`src/rtl/logic_unit_pipe.sv`:
```
// -----------------------------------------------------------------------------
// logic_unit_pipe
//   Registered bitwise logic unit. Each accepted transaction applies one of
//   eight bitwise operations to A and B. The result, its zero and parity flags
//   and the opcode are queued in a DEPTH-entry FIFO. The consumer reads the
//   FIFO head directly.
//
// Ports
//   clk, rst_n        clock; asynchronous active-low reset
//   in_valid/in_ready operand-side handshake (push on in_valid && in_ready)
//   A, B, op          operands and opcode
//                     (0 AND, 1 NAND, 2 OR, 3 NOR, 4 NOT A, 5 XOR, 6 XNOR, 7 PASS A)
//   out_valid/out_ready result-side handshake (pop on out_valid && out_ready)
//   out_result, out_zero, out_parity, out_op   FIFO head contents
//   op_count          number of pops since reset (wraps)
// -----------------------------------------------------------------------------

// Combinational operation and flag generation for one transaction.
module logic_unit_op #(
    parameter int WIDTH = 8
) (
    input  logic [WIDTH-1:0] a_i,
    input  logic [WIDTH-1:0] b_i,
    input  logic [2:0]       op_i,
    output logic [WIDTH-1:0] res_o,
    output logic             zero_o,
    output logic             parity_o
);
    always_comb begin
        res_o = '0;
        unique case (op_i)
            3'd0:    res_o = a_i & b_i;
            3'd1:    res_o = ~(a_i & b_i);
            3'd2:    res_o = a_i | b_i;
            3'd3:    res_o = ~(a_i | b_i);
            3'd4:    res_o = ~a_i;
            3'd5:    res_o = a_i ^ b_i;
            3'd6:    res_o = ~(a_i ^ b_i);
            default: res_o = a_i;
        endcase
    end

    assign zero_o   = (res_o == '0);
    assign parity_o = ^res_o;
endmodule

module logic_unit_pipe #(
    parameter int WIDTH = 8,
    parameter int DEPTH = 4,
    parameter int CNT_W = 16
) (
    input  logic             clk,
    input  logic             rst_n,
    input  logic             in_valid,
    output logic             in_ready,
    input  logic [WIDTH-1:0] A,
    input  logic [WIDTH-1:0] B,
    input  logic [2:0]       op,
    output logic             out_valid,
    input  logic             out_ready,
    output logic [WIDTH-1:0] out_result,
    output logic             out_zero,
    output logic             out_parity,
    output logic [2:0]       out_op,
    output logic [CNT_W-1:0] op_count
);
    localparam int AW    = $clog2(DEPTH);
    localparam int OCC_W = AW + 1;

    logic [AW-1:0]    wr_ptr_q, rd_ptr_q;
    logic [OCC_W-1:0] occ_q, occ_d;
    logic [CNT_W-1:0] cnt_q;

    logic [WIDTH-1:0] res_mem_q [DEPTH];
    logic             zero_mem_q [DEPTH];
    logic             par_mem_q [DEPTH];
    logic [2:0]       op_mem_q [DEPTH];

    logic [WIDTH-1:0] res_c;
    logic             zero_c, par_c;
    logic             push, pop;

    logic_unit_op #(.WIDTH(WIDTH)) u_op (
        .a_i     (A),
        .b_i     (B),
        .op_i    (op),
        .res_o   (res_c),
        .zero_o  (zero_c),
        .parity_o(par_c)
    );

    // Ready depends only on the occupancy register, never on out_ready.
    assign in_ready  = (occ_q != OCC_W'(DEPTH));
    assign out_valid = (occ_q != '0);

    assign push = in_valid && in_ready;
    assign pop  = out_valid && out_ready;

    always_comb begin
        occ_d = occ_q;
        unique case ({push, pop})
            2'b10:   occ_d = occ_q + 1'b1;
            2'b01:   occ_d = occ_q - 1'b1;
            default: occ_d = occ_q;
        endcase
    end

    always_ff @(posedge clk or negedge rst_n) begin
        if (!rst_n) begin
            wr_ptr_q <= '0;
            rd_ptr_q <= '0;
            occ_q    <= '0;
            cnt_q    <= '0;
        end else begin
            occ_q <= occ_d;
            // DEPTH is a power of two, so natural pointer overflow wraps.
            if (push) wr_ptr_q <= wr_ptr_q + 1'b1;
            if (pop) begin
                rd_ptr_q <= rd_ptr_q + 1'b1;
                cnt_q    <= cnt_q + 1'b1;
            end
        end
    end

    // Storage is cleared on reset so the head reads zero until the first push.
    always_ff @(posedge clk or negedge rst_n) begin
        if (!rst_n) begin
            for (int i = 0; i < DEPTH; i++) begin
                res_mem_q[i]  <= '0;
                zero_mem_q[i] <= 1'b0;
                par_mem_q[i]  <= 1'b0;
                op_mem_q[i]   <= '0;
            end
        end else if (push) begin
            res_mem_q[wr_ptr_q]  <= res_c;
            zero_mem_q[wr_ptr_q] <= zero_c;
            par_mem_q[wr_ptr_q]  <= par_c;
            op_mem_q[wr_ptr_q]   <= op;
        end
    end

    assign out_result = res_mem_q[rd_ptr_q];
    assign out_zero   = zero_mem_q[rd_ptr_q];
    assign out_parity = par_mem_q[rd_ptr_q];
    assign out_op     = op_mem_q[rd_ptr_q];
    assign op_count   = cnt_q;
endmodule

```
`config.mk`:
```
export PLATFORM = sky130hd
export DESIGN_NAME = logic_unit_pipe
export DESIGN_NICKNAME = d
export VERILOG_FILES = /design/src/rtl/logic_unit_pipe.sv
export SDC_FILE = /design/constraint.sdc
export NUM_CORES = 1
export LEC_CHECK = 0
export ABC_AREA = 0
export CORE_AREA = 2 2 92 94
export CTS_CLUSTER_DIAMETER = 30
export CTS_CLUSTER_SIZE = 25
export DETAILED_ROUTE_END_ITERATION = 10
export DIE_AREA = 0 0 94 96
export GPL_TIMING_DRIVEN = 0
export PLACE_DENSITY = 0.79
export SLEW_MARGIN = 15
export SYNTH_ARGS = -nofsm -noshare
export SYNTH_HDL_FRONTEND = slang
export SYNTH_SLANG_ARGS = --single-unit
```
`constraint.sdc`:
```
create_clock -name clk -period 2.6 [get_ports clk]
set_input_delay 0.39 -clock clk [delete_from_list [all_inputs] [get_ports clk]]
set_output_delay 0.39 -clock clk [all_outputs]
set_load 0.02 [all_outputs]
```
==> metrics.yaml <==
worst_setup_path:
  worstPathMaxFanout: 10
  reg2reg_depth: 9
  crit_required_ns: 2.21
  crit_path_start_kind: "register"
  cp.arrival_ns: 2.15
  criticalPathCategory: "register to primary output"
  cp-end-kind: "primary output"
  crit_start: "rd_ptr_q[1]$_DFFE_PN0P_"
  reg2reg_from: "occ_q[0]$_DFFE_PN0P_"
clock_network:
  cts_tree: "built"
  cts_made_buffers: 9
  cts_sinks: 75
  clockBufferDepth: 2
  root_buffer: "clkbuf_8"
  clk_pin_slew_ns: 0.08
  htree_levels: 3
  clock_latency_ns: 0.35
floorplan:
  core-area_um2: 8050
  fp.dieArea_um2: 9020
  fp.dieH_um: 96
  die_w_um: 94
  initial_utilization_pct: 54.5
  num_rows: 33
  ios: 54
sta:
  clock.fmax_ghz: 0.394
  setup-tns-final_ns: 0
  fin_crit_sh_pct: 97.7
  setup_violations: 0
  fin_crit_ns: 2.54
  whs_ns: 0.478
  hold_viol: 0
  slew_headroom_pct: 53.4
  skew_ns: 0.0103
  slew_viol_final: 0
  tightest_slew_ns: 0.696
  setup_slack_ns: 0.0599
cells_and_area:
  drive_gt1_share_pct: 20.4
  mostFrequentLayoutCells: "dfrtp_1, nand2_1, clkdlybuf4s50_1"
  final_cells: 600
  final_area_um2: 5430
  antennaDiodeCount: 0
  area_delta_synth_final_pct: 23.9
  post-route-util_pct: 67.4
  fin_nets: 540
  mostFrequentLayoutCell: "dfrtp_1"
synthesis:
  synth_top_family_by_area: "simple AND/OR/NAND/NOR gates"
  ys_seq_area_share_pct: 42.8
  syn-num-nets: 466
  yosys.area_share.simple_pct: 14.8
  synth_xor_area_share_pct: 4.97
  async_flop_share_pct: 100
  syn_area_um2: 4380
  muxShareOfSynthArea_pct: 13.3
  yosysWarnings: 0
  yosys.cell_types.count: 56
  ys.flop_type: "dfrtp_1"
  synth_compound_area_share_pct: 11.1
  postSynthCellCount: 416
  synth_area_per_cell_um2: 10.5
  ys_seq_elements: 75
  synth_fa_ha_area_share_pct: 7.88
  synth_edf_count: 0
routing:
  avgViaCountPerCell: 5.60
  wl_um: 9550
  wl_met2_um: 4870
  wl_met1_um: 4030
  top_layer_used: "met4"
  ant_nets: 0
  via_count: 3360
  wl_per_cell_um: 15.9
  drc_errors: 0
  dr.pass1.iters: 4
  route.met3.wl_um: 482
  first_iter_violations: 198
placed_design:
  dp_slack_ns: -0.590
  placed_cell_area_um2: 5050
  portBuffers: 52
  dp_hpwl_um: 6930
  gp_congestion: 0.832
  dp_cells: 574
global_routing:
  grt_pass1_wl_um: 15800
  grt_max_degree: 44
  grt_overflow: 0
  grtUsageTotal_pct: 22.7
  grt_pass1_vias: 3332
  antenna_found_initial: 0
job:
  drv_cap: 0
worst_hold_path:
  worstHoldPathCells: 1
  hold_class: "register to register"
  hold_path.startpoint: "op_count[15]$_DFFE_PN0P_"
pwr:
  finalPower_mw: 5.34
  ir_drop_uv: 373
  power_density_nw_per_um2: 983
  p_leak_nw: 2.55
status:
  status: "finished, final reports clean"
[sequential cells by signal, summed over array words and instances (netlist names)]
register and count:
op_count 16, zero_mem_q 4, rd_ptr_q 2, op_mem_q 12, res_mem_q 32, occ_q 3
par_mem_q 4, wr_ptr_q 2
[cell usage after synthesis (all sizes together) (10+ instances only)]
cell type | n | share of area, %
dfrtp | 75 | 43
nand2 | 63 | 5.4
o21ai | 39 | 4.5
inv | 28 | 2.4
ha | 26 | 7.4
nor2 | 18 | 1.5
xnor2 | 18 | 3.6
buf | 17 | 2.7
mux2 | 17 | 4.4
mux4 | 13 | 6.7
mux2i | 10 | 2.3
nand2b | 10 | 1.4
nand3 | 10 | 1.6
[where the power goes]
part           switching [mW]  internal [mW]
Clock                   0.441          0.400
Combinational            1.29           1.27
Sequential              0.301           1.63
[what timing repair did]
| item | in CTS | in global routing |
|---|---|---|
| gates cloned | 0 | 0 |
| endpoints found under the setup margin | 13 | 9 |
| hold endpoints to repair | 28 | 0 |
| hold buffers | 1 | 0 |
| setup buffers | 4 | 5 |
| pin swaps | 5 | 7 |
| gates resized for setup | 13 | 29 |
[cell type report]
cell class	instances	area, um2
clock inverter	5	36.3
timing repair buffer	63	633
buffer	18	153
multi-input combinational	295	2340
inverter	28	105
tap	105	131
clock buffer	11	151
fill	637	2620
sequential	75	1880
[kinds of logic (layout without fill, tap and decap cells)]
kind of cell / after synthesis / after routing
and+or+nand+nor: 128 / 128
AOI/OAI and AO/OA: 76 / 76
DFF: 75 / 75
buffers and inverters: 46 / 125
muxes: 40 / 40
adders and majority gates: 27 / 27
xor gates and xnor gates: 24 / 24
[layer usage]
metal / global-route usage (%) / up-vias
met5: 0 / -
met2: 39.0 / 100
met1: 28.8 / 1649
li1: - / 1597
met4: 8.82 / 0
met3: 3.76 / 14
[critical path: stages (launching register included)]
cell and delay, ns:
dfrtp_1 0.48, clkbuf_2 0.38, mux4_2 0.37, clkdlybuf4s50_1 0.56
[worst paths after layout]
check,end,slack (ns)
setup / recovery,out_result[0],0.06
hold / removal,op_count[15]$_DFFE_PN0P_,0.48
setup reg to reg,occ_q[2]$_DFFE_PN0P_,0.32
hold reg to reg,op_count[15]$_DFFE_PN0P_,0.48
max in group asynchronous,res_mem_q[12]$_DFFE_PN0P_,1.50
min in group asynchronous,op_mem_q[9]$_DFFE_PN0P_,0.53
No activity file was read; power rests on OpenSTA's default activity.
==> edit (same settings) <==
Put one more register stage on the output `op_count`, cleared by the reset. The value now appears one clock later. The other outputs are not delayed to match.
--- a/src/rtl/logic_unit_pipe.sv
+++ b/src/rtl/logic_unit_pipe.sv
@@ -145,3 +145,9 @@
     assign out_op     = op_mem_q[rd_ptr_q];
-    assign op_count   = cnt_q;
+    always_ff @(posedge clk or negedge rst_n) begin
+        if (!rst_n) begin
+            op_count <= '0;
+        end else begin
+            op_count <= cnt_q;
+        end
+    end
 endmodule
Check against the original RTL: not equivalent (Yosys sat finds a counterexample within 4 cycles, from zero or initial values and one cycle with rst_n low).
==> edit against the original RTL <==
- power grew 9.9%
- routed wire length increased by 1.8%
- worst hold slack got worse by 0.43 ns
- clock skew decreased by 0.0021 ns
- sequential cell count increased by 16
- setup slack got worse by 0.027 ns
- final area up 6.0%
- combinational power increased by 5%
- count of clock-buffer cells in the layout fell by 1
- area after synthesis grew 8.4%
==> edit: results (changes against the original RTL) <==
- The detailed-route via count came to 3293 (-2.0%).
* Clock buffers created by TritonCTS: 9 (unchanged)
- Number of iterations in the first detailed-routing pass: 5 (+1)
- The root buffer cell chosen for the clock tree is sky130_fd_sc_hd__clkbuf_8.
- The count of placed standard cells in the final layout, fillers left out is 575 (-4.2%).
- The pin count of the biggest net entering global routing was 52 (+18%).
- The net count after synthesis came to 448 (-3.9%).
* Clock transition time at the flip-flop clock pins of the worst setup and hold paths: roughly 0.09 ns
* Setup Slack @ Placement: -0.614 ns (-0.0238 ns)
- Setup skew after layout: 0.00812 ns (-0.00213 ns)
- Number of antenna violations at the first check in global routing: 0 (unchanged)
- The via count of the first global-routing pass came to 3300 (-0.96%).
* Placed insts: 556 (-3.1%)
* Synth warn: 0 (unchanged)
- The share of the yosys chip area belonging to registers came to 0.479 (+0.0511).
- The post-synthesis cell type count came to 47 (-16%).
- The final weighted congestion in routability-driven placement came to 0.803 (-3.4%).
* Drt first-iter violations: 210 (+6.1%)
- Outcome: finished clean
* Cell types with the largest area share after synthesis: sky130_fd_sc_hd__dfrtp_1 48%, sky130_fd_sc_hd__mux2_4 7.6%, sky130_fd_sc_hd__ha_1 6.8%, sky130_fd_sc_hd__mux4_2 6.2%, sky130_fd_sc_hd__o21ai_0 3.7%
- Net total in the final layout: 515 (-4.6%)
- The worst-case vdd ir drop came to 0.898 mV (+140%).
* Total half-perimeter wirelength after legalization and detailed placement: 6680 um (-3.6%)
- Transition at the pin with the smallest max-transition slack: 0.647 ns (-0.0489 ns)
* Number of buffers inserted by port buffering: 52 (unchanged)
* Share of synthesized registers carrying an async set or reset: 1.00 (unchanged)
* Depth of the CTS H-tree: 3 (unchanged)
- The standby leakage power is 2.70 nW (+6.0%).
* Leading registers by flop count: res_mem_q x32, cnt_q x16, op_count x16
* Clock Tree Buf Depth: 2 (unchanged)
* Clock latency on the worst-skew pair: around 0.36 ns
- The cell area after placement came to 5420 um2 (+7.3%).
* Mapped Cells: 398 (-4.3%)
- The post-detailed-routing wire length was 9730 um (+1.8%).
- The arrival time reported for the critical path endpoint came to 2.81 ns (+0.66 ns).
- Global-route wire length before repair: 15700 um (-0.87%)
- Fill count: 576 (-9.6%)
* Total Routing Usage GR: 0.226 (-0.000937)
- The maximum fanout along the worst path is 4 (-6).
- By count the netlist is led by 91 x sky130_fd_sc_hd__dfrtp_1, 43 x sky130_fd_sc_hd__nand2_1, 35 x sky130_fd_sc_hd__o21ai_0, 26 x sky130_fd_sc_hd__ha_1, 26 x sky130_fd_sc_hd__inv_1.
- Number of antenna cells inserted: 0 (unchanged)
- The fraction of layout cells with a size suffix above 1 was 0.215 (+0.0109).
- The min-delay analysis places its worst path in the category in2async.
-- edit: cell count changes in the layout (fill, tap and decap cells not counted), moves of 11 or more --
cell / before / now
sky130_fd_sc_hd__a21oi_1: 3 / 14
sky130_fd_sc_hd__dfrtp_1: 75 / 91
sky130_fd_sc_hd__mux2_2: 17 / 1
sky130_fd_sc_hd__mux2_4: 0 / 24
sky130_fd_sc_hd__nand2_1: 63 / 43
-- edit: per-layer routing --
metal	vias to the layer above	routed length (um)	track usage
met3	16	423	0.0431
li1	1522	-	-
met4	0	176	0.0543
met2	94	4970	0.395
met5	-	0	0
met1	1661	4160	0.294
-- edit: power breakdown --
group | internal (mW) | switching (mW)
logic | 1.43 | 1.27
clock network | 0.391 | 0.522
registers | 1.93 | 0.329
-- edit: layout make-up --
class / count / area, um2 / area share
well taps: 105 / 131 / 0.0228
clock inverters: 6 / 51.3 / 0.00891
flip-flops and latches: 91 / 2280 / 0.396
clock buffers: 10 / 138 / 0.0239
repair buffers: 56 / 553 / 0.0961
plain buffers: 21 / 205 / 0.0357
inverters: 26 / 97.6 / 0.0170
multi-input cells: 260 / 2300 / 0.400
-- edit: cells by family (layout without fill, tap and decap cells) --
kind of cell,count (synthesis),count (layout),share of synthesized area
and+or+nand+nor,92,92,0.0980
DFF,91,91,0.479
AOI/OAI and AO/OA,74,74,0.0940
buffers and inverters,47,119,0.0616
muxes,43,43,0.150
adders and majority gates,27,27,0.0727
xor gates and xnor gates,24,24,0.0442
-- edit: worst paths after layout --
check | depth (start not counted) | slack (ns) | to | startpoint
min in group clk | 0 | 0.41 | op_count[15] | cnt_q[15]
max in group asynchronous | 2 | 1.92 | par_mem_q[0] | rst_n
setup / recovery | 10 | 0.03 | par_mem_q[1] | A[7]
setup reg to reg | 10 | 0.26 | occ_q[2] | occ_q[1]
hold / removal | 1 | 0.04 | cnt_q[13] | rst_n
hold reg to reg | 0 | 0.41 | op_count[15] | cnt_q[15]
-- edit: critical path, cell delays in order --
cell	delay, ns
sky130_fd_sc_hd__clkdlybuf4s50_1	0.51
sky130_fd_sc_hd__inv_1	0.06
sky130_fd_sc_hd__ha_1	0.30
sky130_fd_sc_hd__a21oi_1	0.15
sky130_fd_sc_hd__o21ai_0	0.19
sky130_fd_sc_hd__nor4_4	0.37
sky130_fd_sc_hd__ha_1	0.30
sky130_fd_sc_hd__xnor2_1	0.24
sky130_fd_sc_hd__xnor2_2	0.18
sky130_fd_sc_hd__o21ai_0	0.11
-- edit: repair_timing --
| item | in CTS | in global routing |
|---|---|---|
| resized for setup | 20 | 12 |
| setup buffers | 0 | 3 |
| endpoints found under the setup margin | 13 | 4 |
| pin swaps | 2 | 4 |
